===== src/rtl/serial_pkg.sv =====
// serial_pkg: shared types and constants for bit-serial arithmetic blocks.
//   serial_state_t     - handshake FSM states shared by serial adders/subtractors
//   serial_count_width - width of a bit counter that must reach WIDTH without wrapping
package serial_pkg;

    typedef enum logic [1:0] {IDLE, BUSY, DONE} serial_state_t;

    // One result bit is produced per clock by every serial cell in this family.
    localparam int SERIAL_BITS_PER_CYCLE = 1;

    function automatic int serial_count_width(input int width);
        return $clog2(width + 1);
    endfunction

endpackage


===== src/rtl/serial_sub_fs.sv =====
// fs: combinational 1-bit full subtractor, d = a - b - bi, bo = borrow out.
//   a, b  - minuend / subtrahend bits
//   bi    - borrow in
//   d, bo - difference bit / borrow out
// Built from two half-subtractor stages joined by an OR, the subtract-side
// mirror of the fa/ha adder construction.
module fs #(
    parameter int delay = 0
) (
    input  logic a,
    input  logic b,
    input  logic bi,
    output logic d,
    output logic bo
);

    logic d1;
    logic b1;
    logic b2;

    // delay only shapes the gate-level simulation models of this cell family;
    // the synthesizable cell carries no timing of its own.
    logic unused_delay;
    assign unused_delay = (delay != 0);

    // First half subtractor: a - b
    assign d1 = a ^ b;
    assign b1 = ~a & b;

    // Second half subtractor: (a - b) - bi
    assign d  = d1 ^ bi;
    assign b2 = ~d1 & bi;

    assign bo = b1 | b2;

endmodule


===== src/rtl/serial_sub.sv =====
// serial_sub: bit-serial subtractor, (a - b - bin) computed LSB-first, one bit
// per clock, through a single fs cell and a borrow flip-flop.
//   clk, rst_n           - clock, asynchronous active-low reset
//   in_valid / in_ready  - operand handshake (a, b, bin)
//   out_valid / out_ready- result handshake (d, bout)
//   d                    - (a - b - bin) mod 2^WIDTH
//   bout                 - 1 when a < b + bin (unsigned)
module serial_sub
    import serial_pkg::*;
#(
    parameter int WIDTH = 8,
    parameter int delay = 0
) (
    input  logic             clk,
    input  logic             rst_n,
    input  logic             in_valid,
    output logic             in_ready,
    input  logic [WIDTH-1:0] a,
    input  logic [WIDTH-1:0] b,
    input  logic             bin,
    output logic             out_valid,
    input  logic             out_ready,
    output logic [WIDTH-1:0] d,
    output logic             bout
);

    localparam int            CW   = serial_count_width(WIDTH);
    localparam logic [CW-1:0] LAST = CW'(WIDTH - 1);

    serial_state_t    state;
    serial_state_t    state_next;
    logic [CW-1:0]    count;
    logic [WIDTH-1:0] a_sh;
    logic [WIDTH-1:0] b_sh;
    logic [WIDTH-1:0] r_sh;
    logic             br;
    logic             d_bit;
    logic             br_next;
    logic             accept;
    logic             last;
    logic [WIDTH:0]   r_cat;

    fs #(.delay(delay)) u_fs (
        .a  (a_sh[0]),
        .b  (b_sh[0]),
        .bi (br),
        .d  (d_bit),
        .bo (br_next)
    );

    assign accept = in_valid && in_ready;
    assign last   = (count == LAST);
    // New bit enters at the MSB; dropping the LSB of {d_bit, r_sh} is the
    // right shift, and stays legal for WIDTH == 1.
    assign r_cat  = {d_bit, r_sh};

    always_ff @(posedge clk or negedge rst_n) begin
        if (!rst_n) begin
            state <= IDLE;
        end else begin
            state <= state_next;
        end
    end

    // Handshake outputs depend on the registered state only.
    always_comb begin
        state_next = state;
        in_ready   = 1'b0;
        out_valid  = 1'b0;
        unique case (state)
            IDLE: begin
                in_ready = 1'b1;
                if (in_valid) state_next = BUSY;
            end
            BUSY: begin
                if (last) state_next = DONE;
            end
            DONE: begin
                out_valid = 1'b1;
                if (out_ready) state_next = IDLE;
            end
            default: state_next = IDLE;
        endcase
    end

    always_ff @(posedge clk or negedge rst_n) begin
        if (!rst_n) begin
            count <= '0;
            br    <= 1'b0;
            d     <= '0;
            bout  <= 1'b0;
        end else if (accept) begin
            count <= '0;
            br    <= bin;
        end else if (state == BUSY) begin
            count <= count + CW'(1);
            br    <= br_next;
            // d is only written when the full result is ready, so it holds
            // the previous result throughout the next BUSY phase.
            if (last) begin
                d    <= r_cat[WIDTH:1];
                bout <= br_next;
            end
        end
    end

    // Shift registers are fully reloaded or overwritten before use.
    always_ff @(posedge clk) begin
        if (accept) begin
            a_sh <= a;
            b_sh <= b;
        end else if (state == BUSY) begin
            a_sh <= a_sh >> 1;
            b_sh <= b_sh >> 1;
            r_sh <= r_cat[WIDTH:1];
        end
    end

endmodule


===== config.mk =====
export PLATFORM = sky130hd
export DESIGN_NAME = serial_sub
export DESIGN_NICKNAME = d
export VERILOG_FILES = /design/src/rtl/serial_pkg.sv /design/src/rtl/serial_sub_fs.sv /design/src/rtl/serial_sub.sv
export SDC_FILE = /design/constraint.sdc
export NUM_CORES = 1
export LEC_CHECK = 0
export CAP_MARGIN = 20
export CORE_ASPECT_RATIO = 0.8
export CORE_UTILIZATION = 30
export CTS_CLUSTER_DIAMETER = 100
export DETAILED_ROUTE_END_ITERATION = 6
export SLEW_MARGIN = 10
export SYNTH_ARGS = -nofsm -noshare
export SYNTH_HDL_FRONTEND = slang
export SYNTH_SLANG_ARGS = --single-unit

===== constraint.sdc =====
create_clock -name clk -period 1.7 [get_ports clk]
set_input_delay 0.425 -clock clk [delete_from_list [all_inputs] [get_ports clk]]
set_output_delay 0.425 -clock clk [all_outputs]
set_load 0.01 [all_outputs]

==> metrics.log, run 1 <==
[metrics] min-delay worst type: reg2reg
[metrics] pwr dens: ~1900 nW/um2
[metrics] register share of total power: 45.8%
[metrics] DRT Pass-1 Iters: 3
[metrics] Final Max Tran Viols: 0
[metrics] number of H-tree branching levels: 2
[metrics] number of synthesized register bits: 39
[metrics] clock transition at the registers of the reported paths: 0.08 ns
[metrics] post-detailed-route count of antenna-violating nets: 0
[metrics] proportion of power drawn by combinational gates: a little over a third
[metrics] Horiz. Die Dim: about 84 um
[metrics] syn avg cell area: 12.6 um2
[metrics] number of fillers in the final layout: 484
[metrics] post-layout instance count excluding filler cells: 234
[metrics] worst supply voltage drop on vdd: 742 uV
[metrics] CTS tree: yes
[metrics] antenna violations before repair: 0
[metrics] crit share post-route: 94.3%
[metrics] post-detailed-routing wire length: 2780 um
[metrics] kind of capture point of the worst setup path: primary output
[metrics] drt wl/cell: 11.9 um
[metrics] dpl hpwl: 1940 um
[metrics] final total negative setup slack: 0 ns
[metrics] area share of the largest cell type after synthesis: 43.1%
[metrics] fmax: 624 MHz
[metrics] static leakage: 0.935 nW
[metrics] kind of launch point of the worst setup path: register
[metrics] count of endpoints failing hold in the final timing report: 0
[metrics] WP data arrival: 1.18 ns
[metrics] Cell Rows: 23
[metrics] library cell contributing the largest single delay on the critical path: sky130_fd_sc_hd__clkdlybuf4s50_1
[metrics] residual DRC count: 0
[metrics] number of primary I/O pins: 32
[metrics] commonest register cell after synthesis: sky130_fd_sc_hd__edfxtp_1
[metrics] slew at the pin closest to its max-slew limit: 0.211 ns
[metrics] final setup vio count: 0
[metrics] number of flops mapped to enable cells by yosys: 23
[metrics] largest fanout of any net on the critical path: 2
[metrics] core region area: about 5100 um2
[metrics] clock latency of the later-clocked register in the worst-skew pair: slightly below 0.3 ns
[metrics] number of buffers added on ports: 31
[metrics] maximum number of pins on one net before global-route repair: 19
[metrics] RSZ-0062 raised after global routing: no
[metrics] result of the run: finished clean
[metrics] wire length of the first global-routing pass: 4730 um
[metrics] sequential share of the synthesized area: 68.1%
[metrics] Longest Clk Path Bufs: 2
[metrics] Vias per Instance: ~4.4
[metrics] multi-input combinational cell area: 469 um2
[metrics] largest stage delay on the critical path: 0.54 ns
[metrics] cell count after placement: 224
[metrics] Mapped Cells: 127
[metrics] final instance area: 2160 um2
[metrics] Area contributors post-synth: sky130_fd_sc_hd__edfxtp_1 43%, sky130_fd_sc_hd__dfrtp_1 25%, sky130_fd_sc_hd__nand2_1 11%
[metrics] instance area after placement: ~2000 um2
[metrics] fraction of layout cells with a size suffix above 1: a little under a fifth
[metrics] starting utilization of the core area: 31.6%
[metrics] Internal Power: 2.81 mW
[metrics] proportion of synthesized flip-flops having asynchronous set or reset: around two fifths
[metrics] clock sink total: 39
[metrics] commonest cells in the netlist: 47 x sky130_fd_sc_hd__nand2_1, 23 x sky130_fd_sc_hd__edfxtp_1, 16 x sky130_fd_sc_hd__dfrtp_1
[metrics] DR vias: 1036
[metrics] cell type with the highest aggregate area in the netlist: sky130_fd_sc_hd__edfxtp_1
[metrics] number of buffers created by CTS: 5
[metrics] library cell used as clock root buffer: sky130_fd_sc_hd__clkbuf_8
[metrics] Relative slew margins: 85.9%
[metrics] syn_nets: 150
[metrics] Clock power frac: between 10% and 20%
[metrics] overall overflow remaining after global route: 0
[metrics] vertical extent of the die: 67.4 um
[metrics] total of max-cap violations: 0
[metrics] Register Area: between 1000 and 1500 um2
[metrics] Yosys cell types: 26
[metrics] CP Buf/Inv Count: 1
[metrics] Total Die Area: 5640 um2
[metrics] switch share: 30.4%
[metrics] Final Worst Setup Slack: ~0.096 ns
[metrics] # diodes: 0
[metrics] switching power summed over all nets: around 1.2 mW
[metrics] Final nets: 194
[metrics] required arrival time at the worst endpoint: 1.27 ns
[metrics] number of buffers added to fix hold violations after cts: 0
[metrics] worst setup path class: reg2out
[metrics] min cycle time layout: roughly 1.6 ns
[metrics] Yosys warning count: 0
[metrics] overall routing resource usage: 11.2%
[metrics] most used standard cell by instance count after synthesis: sky130_fd_sc_hd__nand2_1
[metrics] Layout Skew: 0.00369 ns
[metrics] crit-path cells: clkdlybuf4s50_1
[metrics] Worst Setup Slack post-DPL: -0.288 ns
[metrics] vias in the first global route: 1061
[metrics] layout-stage area growth over the synthesis result: 34.8%
[metrics] placer's final routability congestion estimate: 0.706
[metrics] violation count after the first detailed-route iteration: 62
[metrics] total standard cell area after synthesis: 1600 um2
[metrics] cell type group with the largest total delay on the critical path: buffers and inverters
[metrics] Hold Slack: roughly 0.45 ns
==> state kept, by name (all words and copies together) (netlist names) <==
signal,count
state,2
a_sh,8
count,4
r_sh,7
b_sh,8
bout,1
d,8
br,1
==> stage by stage <==
stage                     util, %  power [mW]
after floorplan                 -        2.65
after global placement       40.1        3.22
after detailed placement     40.1        3.29
after CTS                    42.7        4.09
after global routing         42.6        4.32
final                        42.6        4.04
==> routing by layer <==
| metal | GRT usage, % | share of wire [%] |
|---|---|---|
| met5 | 0 | 0 |
| met4 | 5.72 | 1.7 |
| met3 | 3.91 | 6.0 |
| met2 | 19.2 | 48 |
| met1 | 12.6 | 45 |
==> what timing repair did <==
| action | 4_1_cts | 5_1_grt |
|---|---|---|
| endpoints found under the setup margin | 2 | 9 |
| buffers inserted | 2 | 0 |
| gates resized for setup | 4 | 2 |
==> cell type report <==
| class | instances | share of cell area [%] |
|---|---|---|
| Clock buffer | 5 | 3.19 |
| Clock inverter | 3 | 2.03 |
| Inverter | 6 | 1.04 |
| Multi-Input combinational cell | 79 | 21.7 |
| Sequential cell | 39 | 50.6 |
| Tap cell | 62 | 3.59 |
| Timing Repair Buffer | 40 | 17.8 |
==> layout by cell type (no fill, tap or decap), drive strengths merged, types with 3 or more instances in the layout <==
cell type / n
clkbuf: 6
mux2: 8
clkinv: 3
nand2: 47
inv: 5
nor2: 4
clkdlybuf4s50: 29
edfxtp: 23
dfrtp: 16
buf: 9
==> power groups by stage <==
stage	clock network (mW)	registers [mW]	logic, mW
floorplan	0	1.89	0.765
global placement	0	1.87	1.35
detailed placement	0	1.89	1.40
CTS	0.788	1.86	1.45
global route	0.826	1.91	1.58
finish	0.763	1.85	1.43
==> cells by family after synthesis <==
logic type	Yosys count	synth area share (%)
flip-flops	39	68.1
adder cells (fa/ha/maj)	2	2.03
AND/OR/NAND/NOR	60	17.0
multiplexers	10	6.88
XOR/XNOR	1	0.547
buffers and inverters	9	2.73
AO/OA/AOI/OAI	6	2.66
==> final timing paths <==
kind / cells after the start / start / to / slack (ns)
min in group asynchronous: 2 / rst_n / d[3] / 0.46
max in group asynchronous: 2 / rst_n / state[0] / 1.05
worst min-delay path: 0 / r_sh[7] / r_sh[6] / 0.45
worst min register to register: 0 / r_sh[7] / r_sh[6] / 0.45
worst max register to register: 5 / state[1] / d[5] / 0.19
worst max-delay path: 1 / d[6] / d[6] / 0.1
(Power assumes the default switching activity.)
==> inputs of run 2 (changes only) <==
--- a/config.mk
+++ b/config.mk
@@ -7,10 +7,11 @@
 export LEC_CHECK = 0
 export CAP_MARGIN = 20
 export CORE_ASPECT_RATIO = 0.8
-export CORE_UTILIZATION = 30
+export CORE_UTILIZATION = 45
 export CTS_CLUSTER_DIAMETER = 100
 export DETAILED_ROUTE_END_ITERATION = 6
-export SLEW_MARGIN = 10
+export PLACE_DENSITY = 0.74
+export SKIP_CTS_REPAIR_TIMING = 1
 export SYNTH_ARGS = -nofsm -noshare
 export SYNTH_HDL_FRONTEND = slang
 export SYNTH_SLANG_ARGS = --single-unit
==> run 2 against run 1 <==
  * Via count is 1.8% lower
  * Power grew 1.0%
  * Clock skew is 0.0049 ns higher
  * Non-clock buffer count is 3 lower
  * Cell count down 11%
  * Highest routed layer unchanged
  * Largest cell class unchanged
  * Clock power rose by 4.7%
  * Wire length down 1.5%
  * Maximum frequency fell by 0.26%
==> metrics.log, run 2 (synthesis results as in run 1) <==
[metrics] antenna violations before repair: 0 (unchanged)
[metrics] most frequent cells in the layout: 47 x sky130_fd_sc_hd__nand2_1, 29 x sky130_fd_sc_hd__clkdlybuf4s50_1, 23 x sky130_fd_sc_hd__edfxtp_1
[metrics] clock transition at the registers of the reported paths: 0.08 ns (about the same)
[metrics] DRT Pass-1 Iters: 4 (+1)
[metrics] library cell contributing the largest single delay on the critical path: sky130_fd_sc_hd__clkdlybuf4s50_1
[metrics] Cell Rows: 18 (-22%)
[metrics] min cycle time layout: 1.61 ns (+0.00413 ns)
[metrics] result of the run: finished clean
[metrics] Horiz. Die Dim: 68.7 um (-18%)
[metrics] drt wl/cell: 13.1 um (+10%)
[metrics] proportion of power drawn by combinational gates: 34.4% (-0.9 points)
[metrics] largest registers: a_sh (8), b_sh (8), d (8)
[metrics] worst setup path class: reg2out
[metrics] register share of total power: 46.0% (+0.2 points)
[metrics] Total Die Area: 3800 um2 (-33%)
[metrics] number of H-tree branching levels: 2 (unchanged)
[metrics] library cell used as clock root buffer: sky130_fd_sc_hd__clkbuf_8
[metrics] number of buffers created by CTS: 5 (unchanged)
[metrics] Final Max Tran Viols: 0 (unchanged)
[metrics] Clock power frac: 19.6% (+0.7 points)
[metrics] required arrival time at the worst endpoint: 1.27 ns (about the same)
[metrics] # diodes: 0 (unchanged)
[metrics] wire length of the first global-routing pass: 4520 um (-4.4%)
[metrics] starting utilization of the core area: 49.4% (+18 points)
[metrics] worst supply voltage drop on vdd: 849 uV (+14%)
[metrics] Layout Skew: 0.00860 ns (+0.00491 ns)
[metrics] post-detailed-route count of antenna-violating nets: 0 (unchanged)
[metrics] overall routing resource usage: 16.7% (+5.5 points)
[metrics] RSZ-0062 raised after global routing: no
[metrics] cell type group with the largest total delay on the critical path: buffers and inverters
[metrics] residual DRC count: 0 (unchanged)
[metrics] slew at the pin closest to its max-slew limit: 0.217 ns (+0.00567 ns)
[metrics] fmax: 622 MHz (-0.26%)
[metrics] maximum number of pins on one net before global-route repair: 19 (unchanged)
[metrics] post-layout instance count excluding filler cells: 209 (-11%)
[metrics] pwr dens: 1900 nW/um2 (+1.6%)
[metrics] Internal Power: 2.83 mW (+0.89%)
[metrics] Vias per Instance: 4.87 (+9.9%)
[metrics] critical path depth: 1 (unchanged)
[metrics] vertical extent of the die: 55.4 um (-18%)
[metrics] Final nets: 191 (-1.5%)
[metrics] switching power summed over all nets: 1.24 mW (+1.4%)
[metrics] largest stage delay on the critical path: 0.54 ns (about the same)
[metrics] post-detailed-routing wire length: 2740 um (-1.5%)
[metrics] most common cell after layout, fill and taps aside: sky130_fd_sc_hd__nand2_1
[metrics] core region area: 3240 um2 (-36%)
[metrics] largest fanout of any net on the critical path: 2 (unchanged)
[metrics] crit-path cells: clkdlybuf4s50_1
[metrics] WP data arrival: 1.18 ns (about the same)
[metrics] Hold Slack: 0.446 ns (-0.000707 ns)
[metrics] count of endpoints failing hold in the final timing report: 0 (unchanged)
[metrics] cell count after placement: 201 (-10%)
[metrics] dpl hpwl: 1880 um (-3.2%)
[metrics] kind of launch point of the worst setup path: register
[metrics] Relative slew margins: 85.6% (-0.38 points)
[metrics] crit share post-route: 94.6% (+0.24 points)
[metrics] fraction of layout cells with a size suffix above 1: 16.6% (-2.0 points)
[metrics] kind of capture point of the worst setup path: primary output
[metrics] DR vias: 1017 (-1.8%)
[metrics] number of primary I/O pins: 32 (unchanged)
[metrics] CP Buf/Inv Count: 1 (unchanged)
[metrics] final core utilization: 66.2% (+24 points)
[metrics] vias in the first global route: 988 (-6.9%)
[metrics] register-to-register setup slack: 0.25 ns (+0.06 ns)
[metrics] layout-stage area growth over the synthesis result: 34.0%
[metrics] placer's final routability congestion estimate: 0.743 (+5.2%)
[metrics] clock latency of the later-clocked register in the worst-skew pair: 0.29 ns (about the same)
[metrics] Longest Clk Path Bufs: 2 (unchanged)
[metrics] total of max-cap violations: 0 (unchanged)
[metrics] min-delay worst type: in2async
[metrics] CTS tree: yes
[metrics] clock sink total: 39 (unchanged)
[metrics] overall overflow remaining after global route: 0 (unchanged)
[metrics] number of buffers added on ports: 31 (unchanged)
[metrics] static leakage: 0.952 nW (+1.8%)
[metrics] switch share: 30.5% (+0.10 points)
[metrics] worst reg-to-reg path cell count: 5 (unchanged)
[metrics] violation count after the first detailed-route iteration: 29 (-53%)
[metrics] final setup vio count: 0 (unchanged)
run 2: cell types whose count changed in the layout (fill, tap and decap cells not counted):
| cell | previous run | this run |
|---|---|---|
| sky130_fd_sc_hd__bufinv_16 | 1 | 0 |
| sky130_fd_sc_hd__dlygate4sd2_1 | 1 | 0 |
| sky130_fd_sc_hd__dlymetal6s2s_1 | 0 | 2 |
| sky130_fd_sc_hd__clkinv_4 | 1 | 0 |
| sky130_fd_sc_hd__clkbuf_2 | 1 | 0 |
| sky130_fd_sc_hd__clkinvlp_4 | 0 | 1 |
| sky130_fd_sc_hd__clkbuf_16 | 0 | 2 |
| sky130_fd_sc_hd__clkinv_2 | 1 | 0 |
| sky130_fd_sc_hd__buf_12 | 1 | 2 |
| sky130_fd_sc_hd__buf_4 | 8 | 4 |
run 2: metrics by stage:
step	cell area [um2]	worst slack [ns]	power, mW	setup TNS [ns]
after global routing	2150	0.0332	4.34	0
after floorplan	1600	0.0303	2.65	0
final	2150	0.0921	4.08	0
after detailed placement	2010	-0.283	3.31	-4.37
after global placement	2010	-0.265	3.24	-3.96
after CTS	2140	-0.208	4.11	-0.361
run 2: power by group through the flow:
| stage | registers (mW) | clock network, mW | logic, mW |
|---|---|---|---|
| after floorplan | 1.89 | 0 | 0.765 |
| after global placement | 1.87 | 0 | 1.37 |
| after detailed placement | 1.89 | 0 | 1.42 |
| after CTS | 1.87 | 0.812 | 1.43 |
| after global routing | 1.93 | 0.850 | 1.56 |
| final | 1.88 | 0.799 | 1.40 |
run 2: final cells by class:
cell class                 instances  area (um2)
clock inverter                     1        7.51
inverter                           6        22.5
clock buffer                       7         119
tap                               40        50.0
timing repair buffer              37         385
fill                             243        1100
sequential                        39        1090
multi-input combinational         79         469
run 2: worst paths after layout:
kind                          start       end
max reg2reg                count[0]      d[4]
min in group clk            r_sh[2]   r_sh[1]
max                            bout      bout
min                           rst_n  count[3]
min reg2reg                 r_sh[2]   r_sh[1]
max in group asynchronous     rst_n  state[0]
run 2: metal layers:
layer,global-route usage [%],vias to the layer above,share of wire (%)
met1,24.7,486,51
met5,0,-,0
li1,-,507,-
met4,6.12,0,0.99
met2,22.4,22,43
met3,6.20,2,4.4
==> inputs of run 3 (changes only) <==
--- a/config.mk
+++ b/config.mk
@@ -9,7 +9,9 @@
 export CORE_ASPECT_RATIO = 0.8
 export CORE_UTILIZATION = 45
 export CTS_CLUSTER_DIAMETER = 100
+export CTS_CLUSTER_SIZE = 24
 export DETAILED_ROUTE_END_ITERATION = 6
+export HOLD_SLACK_MARGIN = 0.12
 export PLACE_DENSITY = 0.74
 export SKIP_CTS_REPAIR_TIMING = 1
 export SYNTH_ARGS = -nofsm -noshare
==> results of run 3 <==
No change in the layout: final DEF, timing and power equal those of run 2.
==> RTL edit 1, RTL diff (flow settings as in run 1) <==
Reset style: synchronous (`rst_n`), changed in 2 clocked blocks. Comments in the files are not updated.
--- a/src/rtl/serial_sub.sv
+++ b/src/rtl/serial_sub.sv
@@ -54,7 +54,7 @@
     // right shift, and stays legal for WIDTH == 1.
     assign r_cat  = {d_bit, r_sh};
 
-    always_ff @(posedge clk or negedge rst_n) begin
+    always_ff @(posedge clk) begin
         if (!rst_n) begin
             state <= IDLE;
         end else begin
@@ -83,7 +83,7 @@
         endcase
     end
 
-    always_ff @(posedge clk or negedge rst_n) begin
+    always_ff @(posedge clk) begin
         if (!rst_n) begin
             count <= '0;
             br    <= 1'b0;
Check against the original RTL: differs if rst_n is asserted again (counterexample within 4 cycles, from zero or initial values and one cycle with rst_n low); with rst_n held inactive, the same outputs for 10 cycles.
==> RTL edit 1 against run 1 <==
  * The flow now finishes with violations (design-rule violations)
  * Wire length rose by 1.4%
  * Area after synthesis is 2.1% higher
  * Worst hold slack improved by 14 ps
  * Final cell count down 6.0%
  * Final area up 0.46%
  * Critical endpoint is now a_sh[5]
  * Sequential cell count unchanged
  * Setup slack lost 36 ps
Power is not compared: it rests on default switching activity, and its combinational part moved more than twofold at a synthesized area within 25%.
==> RTL edit 1: results (changes against run 1) <==
Post-cts sizing count - 3 (was 4)
Number of vias in the routed layout - 1001 (was 1036)
Layout overhead on the synthesized area - 32.6% (was 34.8%)
Failing checks - design-rule violations
Outcome - finished with violations (was finished clean)
HPWL Detailed - 2.02 mm (was 1.94 mm)
Nets - 180 (was 194)
Dpl cells - 212 (was 224)
Drt first pass iters - 6 (was 3)
Layout cells sized above 1 - 19.6% (was 18.6%)
Global Route met2 Usage - 20.2% (was 19.2%)
Syn_nets - 142 (was 150)
Worst Setup SP - in_valid (was d[6])
All-Layer GR Usage - 11.2% (about the same)
Max incr delay on CP - 490 ps (was 540 ps)
Largest net degree at the start of global routing - 23 (was 19)
Hold WS - 461 ps (was 447 ps)
DRC errors left - 3 (was 0)
First-pass GRT wire length - 4.79 mm (was 4.73 mm)
Clock skew - 4.63 ps (was 3.69 ps)
Placed cell areas - 2060 um^2 (was 2030 um^2)
Vias in the first global route - 1031 (was 1061)
Met3 Use GR - 4.34% (was 3.91%)
Worst Path Max Fanout - 17 (was 2)
CP arrival - 1680 ps (was 1180 ps)
Syn Area/Cell - 13.7 um^2 (was 12.6 um^2)
Starting DRT DRC Count - 64 (was 62)
GRT met1 Usage - 12.5% (was 12.6%)
Fill cell count - 481 (was 484)
Synth unique cells - 31 (was 26)
Synth async-reset ratio - 0% (was 41.0%)
Post CTS Setup Buffer Count - 0 (was 2)
Commonest cells post-synth - edfxtp_1 (23), nand2_1 (19), dfxtp_1 (16), mux2i_1 (9), mux2_4 (8) (was nand2_1 (47), edfxtp_1 (23), dfrtp_1 (16), mux2_2 (8), inv_1 (5))
Part of the Yosys area used for sequential elements - 61.8% (was 68.1%)
Synth area leaders - edfxtp_1 (42%), dfxtp_1 (20%), mux2_4 (7.3%), mux2i_1 (5.5%), nand2_1 (4.4%) (was edfxtp_1 (43%), dfrtp_1 (25%), nand2_1 (11%), mux2_2 (5.6%), fa_1 (1.3%))
CTS clk-pin slew, worst paths - 70 ps
-- RTL edit 1: kinds of logic after synthesis --
kind of cell    Yosys count  share of synthesized area [%]
compound gates            6                           2.37
xor+xnor                  2                           1.07
fa+ha+maj                 2                           1.99
buf+inv                   8                           3.21
flops                    39                           61.8
mux                      23                           17.0
simple gates             39                           12.5
-- RTL edit 1: path summary, 6_finish.rpt --
check | endpoint | cells past startpoint
worst min register to register | r_sh[1] | 0
worst max-delay path | a_sh[5] | 4
worst max register to register | a_sh[5] | 4
worst min-delay path | r_sh[1] | 0
-- RTL edit 1: power by group through the flow --
| stage | Sequential [W] | Combinational [W] | Clock (W) |
|---|---|---|---|
| after global routing | 0.00112 | 0.000243 | 0.000804 |
| after global placement | 0.00113 | 0.000214 | 0 |
| after detailed placement | 0.00113 | 0.000223 | 0 |
| after floorplan | 0.00112 | 0.000134 | 0 |
| final | 0.00111 | 0.000218 | 0.000733 |
| after CTS | 0.00111 | 0.000223 | 0.000757 |
-- RTL edit 1: final cells by class --
cell class,count,area share (%)
clock buffers,7,4.96
multi-input cells,72,26.4
repair buffers,36,17.7
clock inverters,1,0.231
inverters,3,0.519
flip-flops and latches,39,46.7
well taps,62,3.58
-- RTL edit 1: worst reg2reg max path, cell delays in order, from the launching register on --
cell and delay (ps):
dfxtp_1 320, buf_4 170, nor3b_4 230, buf_12 190
mux2_2 350
-- RTL edit 1: metal layers --
layer  up-vias  routed length [um]
met3         2                 175
met1       475                1220
li1        492                   -
met5         -                   0
met2        32                1400
met4         0                  19
-- RTL edit 1: through the flow --
stage	setup WS, ps	total power (W)
2_1_floorplan	73.9	0.00125
3_3_place_gp	-240	0.00134
3_5_place_dp	-245	0.00135
4_1_cts	57.4	0.00209
5_1_grt	13.8	0.00216
6_report	60.0	0.00206
==> RTL edit 2, RTL diff (config.mk and constraints of run 1) <==
Made on the original files. Re-encode `serial_state_t` (3 states) as one-hot, 3 bits wide.
--- a/src/rtl/serial_pkg.sv
+++ b/src/rtl/serial_pkg.sv
@@ -3,7 +3,7 @@
 //   serial_count_width - width of a bit counter that must reach WIDTH without wrapping
 package serial_pkg;
 
-    typedef enum logic [1:0] {IDLE, BUSY, DONE} serial_state_t;
+    typedef enum logic [2:0] {IDLE = 3'b001, BUSY = 3'b010, DONE = 3'b100} serial_state_t;
 
     // One result bit is produced per clock by every serial cell in this family.
     localparam int SERIAL_BITS_PER_CYCLE = 1;
Behaviour: no difference found for any inputs over 10 cycles, from zero or initial values and one cycle with rst_n low; not proved beyond that.
==> RTL edit 2 against run 1 <==
  * The flow now finishes with violations (design-rule violations)
  * Area after synthesis is 1.3% higher
  * Sequential cell count is 1 higher
  * Power is 23% lower
  * Final cell count is 11% lower
  * Wire length is 0.58% lower
  * Highest routed layer is now met3
  * Critical endpoint is now count[3]
  * Setup slack worse by 61 ps
  * Final area is 3.3% higher
  * Largest cell class unchanged
  * Count of clock-buffer cells in the layout stayed put
  * Via count is 8.3% lower
  * Clock skew is 8.6 ps higher
  * Critical path type is now reg2reg
  * Core utilization is 1.2 points higher
==> RTL edit 2: results (changes against run 1) <==
Slowest-stage cell, CP - or3_2 (was clkdlybuf4s50_1)
Nets - 168 (was 194)
Starting DRT DRC Count - 60 (was 62)
Clock skew - 12.3 ps (was 3.69 ps)
Part of the Yosys area used for sequential elements - 68.9% (was 68.1%)
Final WL - 2.76 mm (was 2.78 mm)
Clock latency on the worst-skew pair - 290 ps (about the same)
Via/cell ratio - 4.57 (was 4.43)
DRC errors left - 10 (was 0)
First-pass GRT wire length - 4.60 mm (was 4.73 mm)
CP arrival - 1880 ps (was 1180 ps)
WS Path Type - reg2reg (was reg2out)
LEAKAGE - 0.813 nW (was 0.935 nW)
Placer Congestion - 0.677 (was 0.706)
Worst Hold Class - in2async (was reg2reg)
Synth area leaders - edfxtp_1 (43%), dfrtp_1 (25%), mux2_2 (15%), dfstp_2 (1.6%), inv_1 (1.4%) (was edfxtp_1 (43%), dfrtp_1 (25%), nand2_1 (11%), mux2_2 (5.6%), fa_1 (1.3%))
Outcome - finished with violations (was finished clean)
Worst reg-to-reg path cell count - 4 (was 5)
CTS H-Tree Depth - 2 (unchanged)
Drt first pass iters - 6 (was 3)
Synth unique cells - 25 (was 26)
Top Family by Delay on Critical Path - simple AND/OR/NAND/NOR gates (was buffers and inverters)
N_diodes - 0 (unchanged)
Vias in the first global route - 959 (was 1061)
Failing checks - design-rule violations
Fill cell count - 452 (was 484)
Worst Path Max Fanout - 7 (was 2)
Layout cells sized above 1 - 36.3% (was 18.6%)
Peak supply drop - 0.766 mV (was 0.742 mV)
Commonest cells post-synth - edfxtp_1 (23), mux2_2 (22), dfrtp_1 (16), inv_1 (6), o21ai_0 (4) (was nand2_1 (47), edfxtp_1 (23), dfrtp_1 (16), mux2_2 (8), inv_1 (5))
HPWL Detailed - 2.01 mm (was 1.94 mm)
Synth async-reset ratio - 42.5% (was 41.0%)
Worst Max-Slew Pin Slew - 347 ps (was 211 ps)
Syn_nets - 123 (was 150)
Max incr delay on CP - 450 ps (was 540 ps)
All-Layer GR Usage - 10.8% (was 11.2%)
-- RTL edit 2: cell count changes in the layout (fill, tap and decap cells not counted), moves of 2 or more --
cell and delta:
o21ai_0 +2, mux2_2 +14, nor2_1 -3, or3_2 +2, nand2_1 -44
-- RTL edit 2: where the power goes --
| part | switching, W | total (W) | internal (W) |
|---|---|---|---|
| registers | 0.000107 | 0.00153 | 0.00143 |
| clock network | 0.000333 | 0.000775 | 0.000442 |
| logic | 0.000353 | 0.000799 | 0.000446 |
-- RTL edit 2: kinds of logic (layout without fill, tap and decap cells) --
group / after synthesis / after routing / share of synthesized area (%)
AND/OR/NAND/NOR: 18 / 18 / 7.71
flip-flops: 40 / 40 / 68.9
adder cells (fa/ha/maj): 2 / 2 / 2.00
buffers and inverters: 9 / 55 / 2.54
multiplexers: 24 / 24 / 16.5
AO/OA/AOI/OAI: 7 / 7 / 2.39
-- RTL edit 2: worst register-to-register path, stage by stage, from the launching register on --
cell	delay (ps)
dfrtp_1	400
or3b_4	430
buf_4	180
or3_2	450
a21oi_1	130
-- RTL edit 2: what timing repair did --
action	CTS	global route
buffers inserted	0	2
endpoints found under the hold margin	0	0
setup endpoints to repair	4	7
resized for setup	6	6
-- RTL edit 2: worst paths after layout --
check	from	to	slack [ps]
min in group clk	r_sh[7]	r_sh[6]	450
min reg2reg	r_sh[7]	r_sh[6]	450
min	rst_n	br	450
max reg2reg	state[2]	count[3]	30
max	state[2]	count[3]	30
max in group asynchronous	rst_n	state[0]	990
-- RTL edit 2: cell type report --
cell class | count | area (um^2) | share of cell area [%]
clock buffer | 5 | 68.8 | 3.09
clock inverter | 3 | 47.5 | 2.13
inverter | 6 | 22.5 | 1.01
multi-input combinational | 51 | 489 | 21.9
sequential | 40 | 1120 | 50.2
tap | 62 | 77.6 | 3.48
timing repair buffer | 41 | 405 | 18.2
-- RTL edit 2: routing by layer --
layer | share of wire (%) | wire [um] | global-route usage [%]
met4 | 0 | 0 | 1.94
met3 | 8.2 | 227 | 4.89
met1 | 45 | 1240 | 13.4
met5 | 0 | 0 | 0
met2 | 47 | 1300 | 17.6
-- RTL edit 2: through the flow --
stage | power, W | hold WS [ps] | cells | cell area (um^2) | worst slack (ps)
floorplan | 0.00199 | 129 | 100 | 1630 | 15.5
global placement | 0.00228 | 429 | 198 | 2080 | -247
detailed placement | 0.00233 | 431 | 198 | 2080 | -253
CTS | 0.00313 | 449 | 206 | 2200 | -9.78
global route | 0.00329 | 460 | 208 | 2230 | -10.7
finish | 0.00311 | 452 | 208 | 2230 | 34.9
